==> config.mk <==
export PLATFORM = sky130hd
export DESIGN_NAME = pipe_stage_reg_flat
export DESIGN_NICKNAME = d
export VERILOG_FILES = /design/src/rtl/pipe_stage_reg_pkg.sv /design/src/rtl/pipe_stage_reg_if.sv /design/src/rtl/pipe_stage_reg_slot.sv /design/src/rtl/pipe_stage_reg.sv /design/src/flat_wrapper.sv
export SDC_FILE = /design/constraint.sdc
export NUM_CORES = 1
export LEC_CHECK = 0
export CAP_MARGIN = 30
export CORE_MARGIN = 3
export CORE_UTILIZATION = 35
export CTS_CLUSTER_DIAMETER = 100
export DETAILED_ROUTE_END_ITERATION = 8
export SKIP_LAST_GASP = 1
export SLEW_MARGIN = 20
export SYNTH_ARGS = -nofsm -noshare
export SYNTH_HDL_FRONTEND = slang
export SYNTH_SLANG_ARGS = --single-unit
==> constraint.sdc <==
create_clock -name clk -period 5.4 [get_ports clk]
set_clock_uncertainty 0.05 [all_clocks]
set_input_delay 1.35 -clock clk [delete_from_list [all_inputs] [get_ports clk]]
set_output_delay 1.35 -clock clk [all_outputs]
set_load 0.05 [all_outputs]
==> src/rtl/pipe_stage_reg_pkg.sv <==
// Shared types and constants for the generic pipeline-stage register.
package pipe_pkg;

    // Holding state of the stage: nothing, one beat in the main slot, or both slots full
    typedef enum logic [1:0] {
        EMPTY = 2'd0,
        FULL  = 2'd1,
        SKID  = 2'd2
    } pipe_state_t;

    localparam logic [1:0] OCC_EMPTY = 2'd0;
    localparam logic [1:0] OCC_ONE   = 2'd1;
    localparam logic [1:0] OCC_TWO   = 2'd2;

    // Number of beats held in a given state
    function automatic logic [1:0] occOf(input pipe_state_t s);
        case (s)
            FULL:    return OCC_ONE;
            SKID:    return OCC_TWO;
            default: return OCC_EMPTY;
        endcase
    endfunction

endpackage

==> src/rtl/pipe_stage_reg_if.sv <==
// Valid/ready beat channel carrying a payload and a control field.
interface pipe_stage_reg_if #(
    parameter int DATA_W = 32,
    parameter int CTRL_W = 2
) ();
    logic              valid;
    logic              ready;
    logic [DATA_W-1:0] data;
    logic [CTRL_W-1:0] ctrl;

    modport master (output valid, output data, output ctrl, input ready);
    modport slave  (input valid, input data, input ctrl, output ready);
endinterface

==> src/rtl/pipe_stage_reg_slot.sv <==
// One beat register: valid, payload and control. Clearing drops valid and
// zeroes control but keeps the payload so the data bus does not toggle.
module pipe_slot
    import pipe_pkg::*;
#(
    parameter int DATA_W = 32,
    parameter int CTRL_W = 2
) (
    input  logic              clk,
    input  logic              rst,
    input  logic              load_i,
    input  logic              clear_i,
    input  logic [DATA_W-1:0] data_i,
    input  logic [CTRL_W-1:0] ctrl_i,
    output logic              valid_o,
    output logic [DATA_W-1:0] data_o,
    output logic [CTRL_W-1:0] ctrl_o
);

    logic              valid_q, valid_d;
    logic [DATA_W-1:0] data_q, data_d;
    logic [CTRL_W-1:0] ctrl_q, ctrl_d;

    // Next slot contents: clear wins over load so a kill can never leave control bits set
    always_comb begin
        valid_d = valid_q;
        data_d  = data_q;
        ctrl_d  = ctrl_q;
        if (clear_i) begin
            valid_d = 1'b0;
            ctrl_d  = '0;
        end else if (load_i) begin
            valid_d = 1'b1;
            data_d  = data_i;
            ctrl_d  = ctrl_i;
        end
    end

    // Slot register with synchronous reset to an all-zero bubble
    always_ff @(posedge clk) begin
        if (rst) begin
            valid_q <= 1'b0;
            data_q  <= '0;
            ctrl_q  <= '0;
        end else begin
            valid_q <= valid_d;
            data_q  <= data_d;
            ctrl_q  <= ctrl_d;
        end
    end

    assign valid_o = valid_q;
    assign data_o  = data_q;
    assign ctrl_o  = ctrl_q;

endmodule

==> src/rtl/pipe_stage_reg.sv <==
// Generic pipeline-stage register with optional two-entry skid buffer and flush.
module pipe_stage_reg
    import pipe_pkg::*;
#(
    parameter int DATA_W = 32,
    parameter int CTRL_W = 2,
    parameter int SKID   = 1
) (
    input  logic              clk,
    input  logic              rst,
    input  logic              flush_i,
    pipe_stage_reg_if.slave   in_if,
    pipe_stage_reg_if.master  out_if,
    output logic [1:0]        occupancy_o
);

    pipe_state_t       state_q, state_d;
    logic [1:0]        occ_q;
    logic              inReady, accept;
    logic              mLoad, mClear, mFromS, sLoad, sClear;
    logic              mValid, sValid;
    logic [DATA_W-1:0] mData, sData, mDataIn;
    logic [CTRL_W-1:0] mCtrl, sCtrl, mCtrlIn;

    // Upstream ready: registered-only with a skid slot, pass-through otherwise; low during reset
    always_comb begin
        inReady = 1'b0;
        if (!rst) begin
            if (SKID != 0) inReady = (state_q != pipe_pkg::SKID);
            else           inReady = !mValid || out_if.ready;
        end
    end

    assign accept = in_if.valid && inReady;

    // State register
    always_ff @(posedge clk) begin
        if (rst) begin
            state_q <= EMPTY;
            occ_q   <= OCC_EMPTY;
        end else begin
            state_q <= state_d;
            occ_q   <= occOf(state_d);
        end
    end

    // Next-state: flush empties the stage regardless of any handshake
    always_comb begin
        state_d = state_q;
        if (flush_i) begin
            state_d = EMPTY;
        end else begin
            case (state_q)
                EMPTY: if (accept) state_d = FULL;
                FULL: begin
                    if (accept && !out_if.ready && (SKID != 0)) state_d = pipe_pkg::SKID;
                    else if (!accept && out_if.ready)           state_d = EMPTY;
                end
                pipe_pkg::SKID: if (out_if.ready) state_d = FULL;
                default: state_d = EMPTY;
            endcase
        end
    end

    // Slot controls: the skid beat always moves into the main slot before new beats land there
    always_comb begin
        mLoad  = 1'b0;
        mClear = 1'b0;
        mFromS = 1'b0;
        sLoad  = 1'b0;
        sClear = 1'b0;
        if (flush_i) begin
            mClear = 1'b1;
            sClear = 1'b1;
        end else begin
            case (state_q)
                EMPTY: mLoad = accept;
                FULL: begin
                    if (accept && out_if.ready) mLoad  = 1'b1;
                    else if (accept)            sLoad  = 1'b1;
                    else if (out_if.ready)      mClear = 1'b1;
                end
                pipe_pkg::SKID: begin
                    if (out_if.ready) begin
                        mLoad  = sValid;
                        mFromS = 1'b1;
                        sClear = 1'b1;
                    end
                end
                default: begin
                    mClear = 1'b1;
                    sClear = 1'b1;
                end
            endcase
        end
    end

    assign mDataIn = mFromS ? sData : in_if.data;
    assign mCtrlIn = mFromS ? sCtrl : in_if.ctrl;

    pipe_slot #(.DATA_W(DATA_W), .CTRL_W(CTRL_W)) u_main (
        .clk     (clk),
        .rst     (rst),
        .load_i  (mLoad),
        .clear_i (mClear),
        .data_i  (mDataIn),
        .ctrl_i  (mCtrlIn),
        .valid_o (mValid),
        .data_o  (mData),
        .ctrl_o  (mCtrl)
    );

    generate
        if (SKID != 0) begin : gSkid
            pipe_slot #(.DATA_W(DATA_W), .CTRL_W(CTRL_W)) u_skid (
                .clk     (clk),
                .rst     (rst),
                .load_i  (sLoad),
                .clear_i (sClear),
                .data_i  (in_if.data),
                .ctrl_i  (in_if.ctrl),
                .valid_o (sValid),
                .data_o  (sData),
                .ctrl_o  (sCtrl)
            );
        end else begin : gNoSkid
            assign sValid = 1'b0;
            assign sData  = '0;
            assign sCtrl  = '0;
        end
    endgenerate

    assign in_if.ready  = inReady;
    assign out_if.valid = mValid;
    assign out_if.data  = mData;
    assign out_if.ctrl  = mCtrl;
    assign occupancy_o  = occ_q;

endmodule

==> src/flat_wrapper.sv <==
// flat-port wrapper written by rule: the top's interface ports become plain ports
module pipe_stage_reg_flat import pipe_pkg::*;
#(
    parameter int DATA_W = 32,
    parameter int CTRL_W = 2,
    parameter int SKID   = 1
)
  (clk, rst, flush_i, occupancy_o, in_if_valid, in_if_data, in_if_ctrl, in_if_ready, out_if_valid, out_if_data, out_if_ctrl, out_if_ready);
  pipe_stage_reg_if #(.DATA_W(DATA_W), .CTRL_W(CTRL_W)) in_if_i ();
  pipe_stage_reg_if #(.DATA_W(DATA_W), .CTRL_W(CTRL_W)) out_if_i ();
  input  logic clk;
  input  logic rst;
  input  logic flush_i;
  output logic [1:0] occupancy_o;
  input wire logic [$bits(in_if_i.valid)-1:0] in_if_valid;
  input wire logic [$bits(in_if_i.data)-1:0] in_if_data;
  input wire logic [$bits(in_if_i.ctrl)-1:0] in_if_ctrl;
  output wire logic [$bits(in_if_i.ready)-1:0] in_if_ready;
  output wire logic [$bits(out_if_i.valid)-1:0] out_if_valid;
  output wire logic [$bits(out_if_i.data)-1:0] out_if_data;
  output wire logic [$bits(out_if_i.ctrl)-1:0] out_if_ctrl;
  input wire logic [$bits(out_if_i.ready)-1:0] out_if_ready;
  assign in_if_i.valid = in_if_valid;
  assign in_if_i.data = in_if_data;
  assign in_if_i.ctrl = in_if_ctrl;
  assign in_if_ready = in_if_i.ready;
  assign out_if_valid = out_if_i.valid;
  assign out_if_data = out_if_i.data;
  assign out_if_ctrl = out_if_i.ctrl;
  assign out_if_i.ready = out_if_ready;
  pipe_stage_reg #(.DATA_W(DATA_W), .CTRL_W(CTRL_W), .SKID(SKID)) u_core (.clk(clk), .rst(rst), .flush_i(flush_i), .in_if(in_if_i), .out_if(out_if_i), .occupancy_o(occupancy_o));
endmodule
# ---- Word-level counts from Yosys, hierarchy flattened
# Cells that the tools add are included.
dict set report word_totals {
  ff_bits 74
  latchBits 0
  mem_bits_rw 0
  rom_bits 0
  inputBits 39
  out_inout_bits 38
  word_cells 55
  memories 0
}
dict set report op_classes {
  n_addsub 0
  multipliers 0
  n_div 0
  order_cmp 0
  eq_ne 5
  shifts 0
  mux 27
  bitwise 2
  n_reduce_logical 13
}
# operator count
set op_table {}
lappend op_table {{$mux 32} 1}
lappend op_table {{$mux 1} 15}
lappend op_table {{$mux 2} 6}
lappend op_table {{$reduce_or 2->1} 4}
lappend op_table {{$pmux 2 s3} 1}
lappend op_table {{$eq 2x1->1 const B} 2}
lappend op_table {{$eq 2x2->1 const B} 2}
lappend op_table {{$logic_and 1x1->1} 4}
lappend op_table {{$pmux 1 s2} 2}
lappend op_table {{$pmux 2 s2} 1}
lappend op_table {{$reduce_and 2->1} 2}
lappend op_table {{$pmux 1 s3} 1}
lappend op_table {{$logic_not 1->1} 2}
lappend op_table {{$logic_not 2->1} 1}
lappend op_table {{$ne 2x2->1 const B} 1}
lappend op_table {{$not 1->1} 2}

# ---- Longest topological paths before layout
dict set report logic_depth {
  ltp_word 11
  depth_mapped 7
  mapped_depth_nobuf 4
}

# ---- Modules after synthesis
# A second synthesis with hierarchy kept.
dict set report hier_totals {
  cells_unflattened 372
  hier_area_um2 4063.9
}
# mod instances cells_per_inst area_each_um2
set by_module_without_submodules {}
lappend by_module_without_submodules {pipe_slot 2 154 1702.9}
lappend by_module_without_submodules {pipe_stage_reg 1 64 658.1}

# ---- Worst setup path after synthesis
# No wires, ideal clock.
dict set report synth_path {
  kind {input port to output port}
  startpoint {input port rst}
  endpoint {output port in_if_ready}
  arrival_time_ns 2.570
  slack_ns 1.430
  path_stages 4
  path_buffers 3
  path_cell_list {clkbuf_1 clkbuf_1 clkbuf_1 nor2_1}
}
dict set report synth_between {
  elab_chain_cells 1
}
# element line
set synth_lines {}
lappend synth_lines {{start: declaration} flat_wrapper.sv:12} ;# input logic rst;
lappend synth_lines {{$mux 1} pipe_stage_reg.sv:28} ;# if (!rst) begin
lappend synth_lines {{end: declaration} flat_wrapper.sv:18} ;# output wire logic [$bits(in_if_i.ready)-1:0] in_if_ready;
# Every way passes these cells.

# ---- Final worst setup path
# Same ends and word-level chain as after synthesis.

==> parameters.txt <==
Parameter                              Value

Outcome
  Result of the run    completed

STA
  Final total negative setup slack    0 ps
  Final worst path period share    73.4%
  Max Transition Viols Final    0
  Worst Max-Slew Pin Slew    799 ps
  Maximum frequency from static timing analysis    252 MHz
  Unrepaired setup endpoints after global routing    no
  Worst max-slew margin expressed relative to the limit    46.7%
  Number of setup violations in the final report    0
  Count of endpoints failing hold in the final timing report    0
  Shortest period the worst path allows    3970 ps

Layout
  Synth-to-layout area growth    31.8%
  Share of cells above drive strength 1    12.6%
  Number of diodes    0
  Post-route standard cell area excluding fillers    0.00410 mm²
  Final Non-Filler Cells    511
  Count of nets after finishing    441
  Filler cells    837

Place
  HPWL Detailed    4690 µm
  Area of placed instances    0.00393 mm²
  GP Congestion    0.706
  Placed cell count    496
  Port Buffer Count    76

Setup path
  Critical path capture point type    primary output
  Critical path's top delay family    buffers and inverters
  Cell-by-cell listing of the critical path    buf_2 -> nor2_1 -> clkdlybuf4s50_1
  Startpoint-to-endpoint class of the critical path    in2out
  Data arrival at the endpoint of the critical path    2570 ps
  Worst path max stage delay    810 ps
  CP bufs+invs    2
  Required time of the critical path    4000 ps
  Critical-path top delay cell    sky130_fd_sc_hd__clkdlybuf4s50_1
  Startpoint type of the worst setup path    primary input
  Peak fanout along the critical path    19

Synthesis
  Number of nets in the synthesized netlist    375
  Flop and latch count out of synthesis    74
  Syn Std Cell Area    0.00311 mm²
  Share of the synthesized area in the top cell type    47.6%
  Gate Count Post-Synth    336
  Proportion of synthesized flip-flops having asynchronous set or reset    0%
  Cell type contributing the most total cell area after synthesis    sky130_fd_sc_hd__dfxtp_1
  Number of warnings issued by yosys    0
  Syn avg cell area    9.27 µm²
  Count of cell types in the netlist    24
  Post-synth EDFFs    0
  Synth top area cells    sky130_fd_sc_hd__dfxtp_1, sky130_fd_sc_hd__a211oi_2, sky130_fd_sc_hd__mux2i_1, sky130_fd_sc_hd__nand2_1, sky130_fd_sc_hd__a21oi_1
  Post-synth top flop    sky130_fd_sc_hd__dfxtp_1
  Register area share after synthesis    47.6%

Clock network
  Number of post-CTS setup repair buffers    0
  Number of sinks handled by clock tree synthesis    74
  Number of instances resized during post-cts repair    0
  Clock Latency Late Sink    340 ps
  Max Buffers Root-to-Sink    2
  TritonCTS clock tree    yes
  # hold bufs at CTS    0
  CTS H-Tree Depth    3
  Clock Pin Slew Worst Setup and Hold Paths    70 ps
  Root buffer selected by CTS    sky130_fd_sc_hd__clkbuf_8
  Num CTS Buffers    9

Route
  Final ANT Viol Nets    0
  Wire length reported by the detailed router    7010 µm
  DRC Markers    0
  Wire length per cell    13.7 µm
  Via/cell ratio    4.88
  Vias after detailed routing    2495
  Starting DRC count in detailed routing    47
  Number of iterations in the first detailed-routing pass    4

Floorplan
  Chip height    100 µm
  Die ar.    0.0101 mm²
  Initial cell density of the core    37.0%
  Count of pins on the block boundary    77
  Placement row count    33
  Horizontal die dimension    100 µm
  Core region area    0.00842 mm²

Min path
  Hold WC Path Type    reg2reg

Global routing
  Total overflow reported by the global router    0
  Vias in the first global route    2344
  Initial antenna violation count    0
  Global-route usage over all layers    14.3%
  Maximum number of pins on one net before global-route repair    43
  First-pass GRT wire length    11400 µm

Job
  Max Cap Viol    0

Power
  Leak Pwr    1.29 nW
  Power density over the cells    281 mW/mm²
  Peak supply drop    0.000132 V
-- cells in the mapped netlist (all sizes together), types with 2 or more instances --
cell    instances
nor2b           2
dfxtp          74
mux2i          34
and2            2
inv             2
clkbuf         16
nand4b          2
buf            11
o21ai           4
a21oi          37
nand2          69
nor2           40
a211oi         34
nor4            2
-- tightest hold or removal path, cell delays in order, from the launching register on --
cell and delay, ps:
sky130_fd_sc_hd__dfxtp_1 310, sky130_fd_sc_hd__nand2_1 50, sky130_fd_sc_hd__a21oi_1 50
-- cell type report --
cell class	instances	area, µm²	share of cell area, %
flip-flops and latches	74	1480	36.1
multi-input cells	233	1480	36.1
repair buffers	82	833	20.3
clock buffers	11	141	3.45
well taps	105	131	3.20
clock inverters	4	28.8	0.701
inverters	2	7.51	0.183
-- placed cells by master (no fill, tap or decap), types with 2 or more instances in the layout --
master                            instances
sky130_fd_sc_hd__nor2_1                  40
sky130_fd_sc_hd__nor2b_1                  2
sky130_fd_sc_hd__clkdlybuf4s50_1         75
sky130_fd_sc_hd__clkinvlp_4               2
sky130_fd_sc_hd__a21oi_1                 37
sky130_fd_sc_hd__buf_4                    4
sky130_fd_sc_hd__a211oi_1                 6
sky130_fd_sc_hd__inv_1                    2
sky130_fd_sc_hd__dfxtp_1                 74
sky130_fd_sc_hd__nand4b_1                 2
sky130_fd_sc_hd__and2_1                   2
sky130_fd_sc_hd__a211oi_2                28
sky130_fd_sc_hd__nand2_1                 69
sky130_fd_sc_hd__clkbuf_8                10
sky130_fd_sc_hd__mux2i_1                 34
sky130_fd_sc_hd__nor4_1                   2
sky130_fd_sc_hd__o21ai_0                  4
-- metal layers --
layer / share of wire [%] / vias up / global-route usage [%] / routed length (µm)
li1: - / 1281 / - / -
met5: 0 / - / 0 / 0
met3: 5.0 / 8 / 4.38 / 348
met2: 47 / 59 / 23.2 / 3280
met4: 1.2 / 0 / 4.35 / 83
met1: 47 / 1147 / 18.1 / 3300
-- power by group --
part	switching (mW)	leakage [nW]	internal, mW
Combinational	0.124	0.606	0.0809
Sequential	0.0108	0.602	0.565
Clock	0.197	0.0814	0.177
-- final timing paths --
path                                       start                        endpoint  slack [ps]  cells after the start
setup / recovery                             rst                     in_if_ready        1430                      3
hold / removal    u_core.gSkid.u_skid.data_o[18]  u_core.gSkid.u_skid.data_o[18]         410                      2
setup reg to reg               u_core.state_q[0]        u_core.u_main.data_o[15]        2970                      5
hold reg to reg   u_core.gSkid.u_skid.data_o[18]  u_core.gSkid.u_skid.data_o[18]         410                      2
-- sequential cells by signal, summed over array words and instances (netlist names) --
name                         count
u_core.gSkid.u_skid.data_o      32
u_core.u_main.data_o            32
u_core.gSkid.u_skid.ctrl_o       2
u_core.occupancy_o               2
u_core.state_q                   2
u_core.u_main.ctrl_o             2
u_core.gSkid.u_skid.valid_o      1
u_core.u_main.valid_o            1
-- cell families (layout without fill, tap and decap cells) --
group           after synthesis  after routing  synth area share (%)
compound gates               76             76                  20.0
buf+inv                      29             99                  4.94
flops                        74             74                  47.6
mux                          34             34                  10.9
simple gates                123            123                  16.6
-- metrics by stage --
stage,utilization [%],worst slack [ps],power (mW),hold WS (ps)
after floorplan,-,1430,0.717,385
after global placement,46.4,1420,0.793,392
after detailed placement,46.7,1380,0.795,396
after CTS,48.7,1420,1.18,406
after global routing,48.7,1380,1.21,423
final,48.7,1430,1.15,405
No activity file was read; power rests on OpenSTA's default activity.
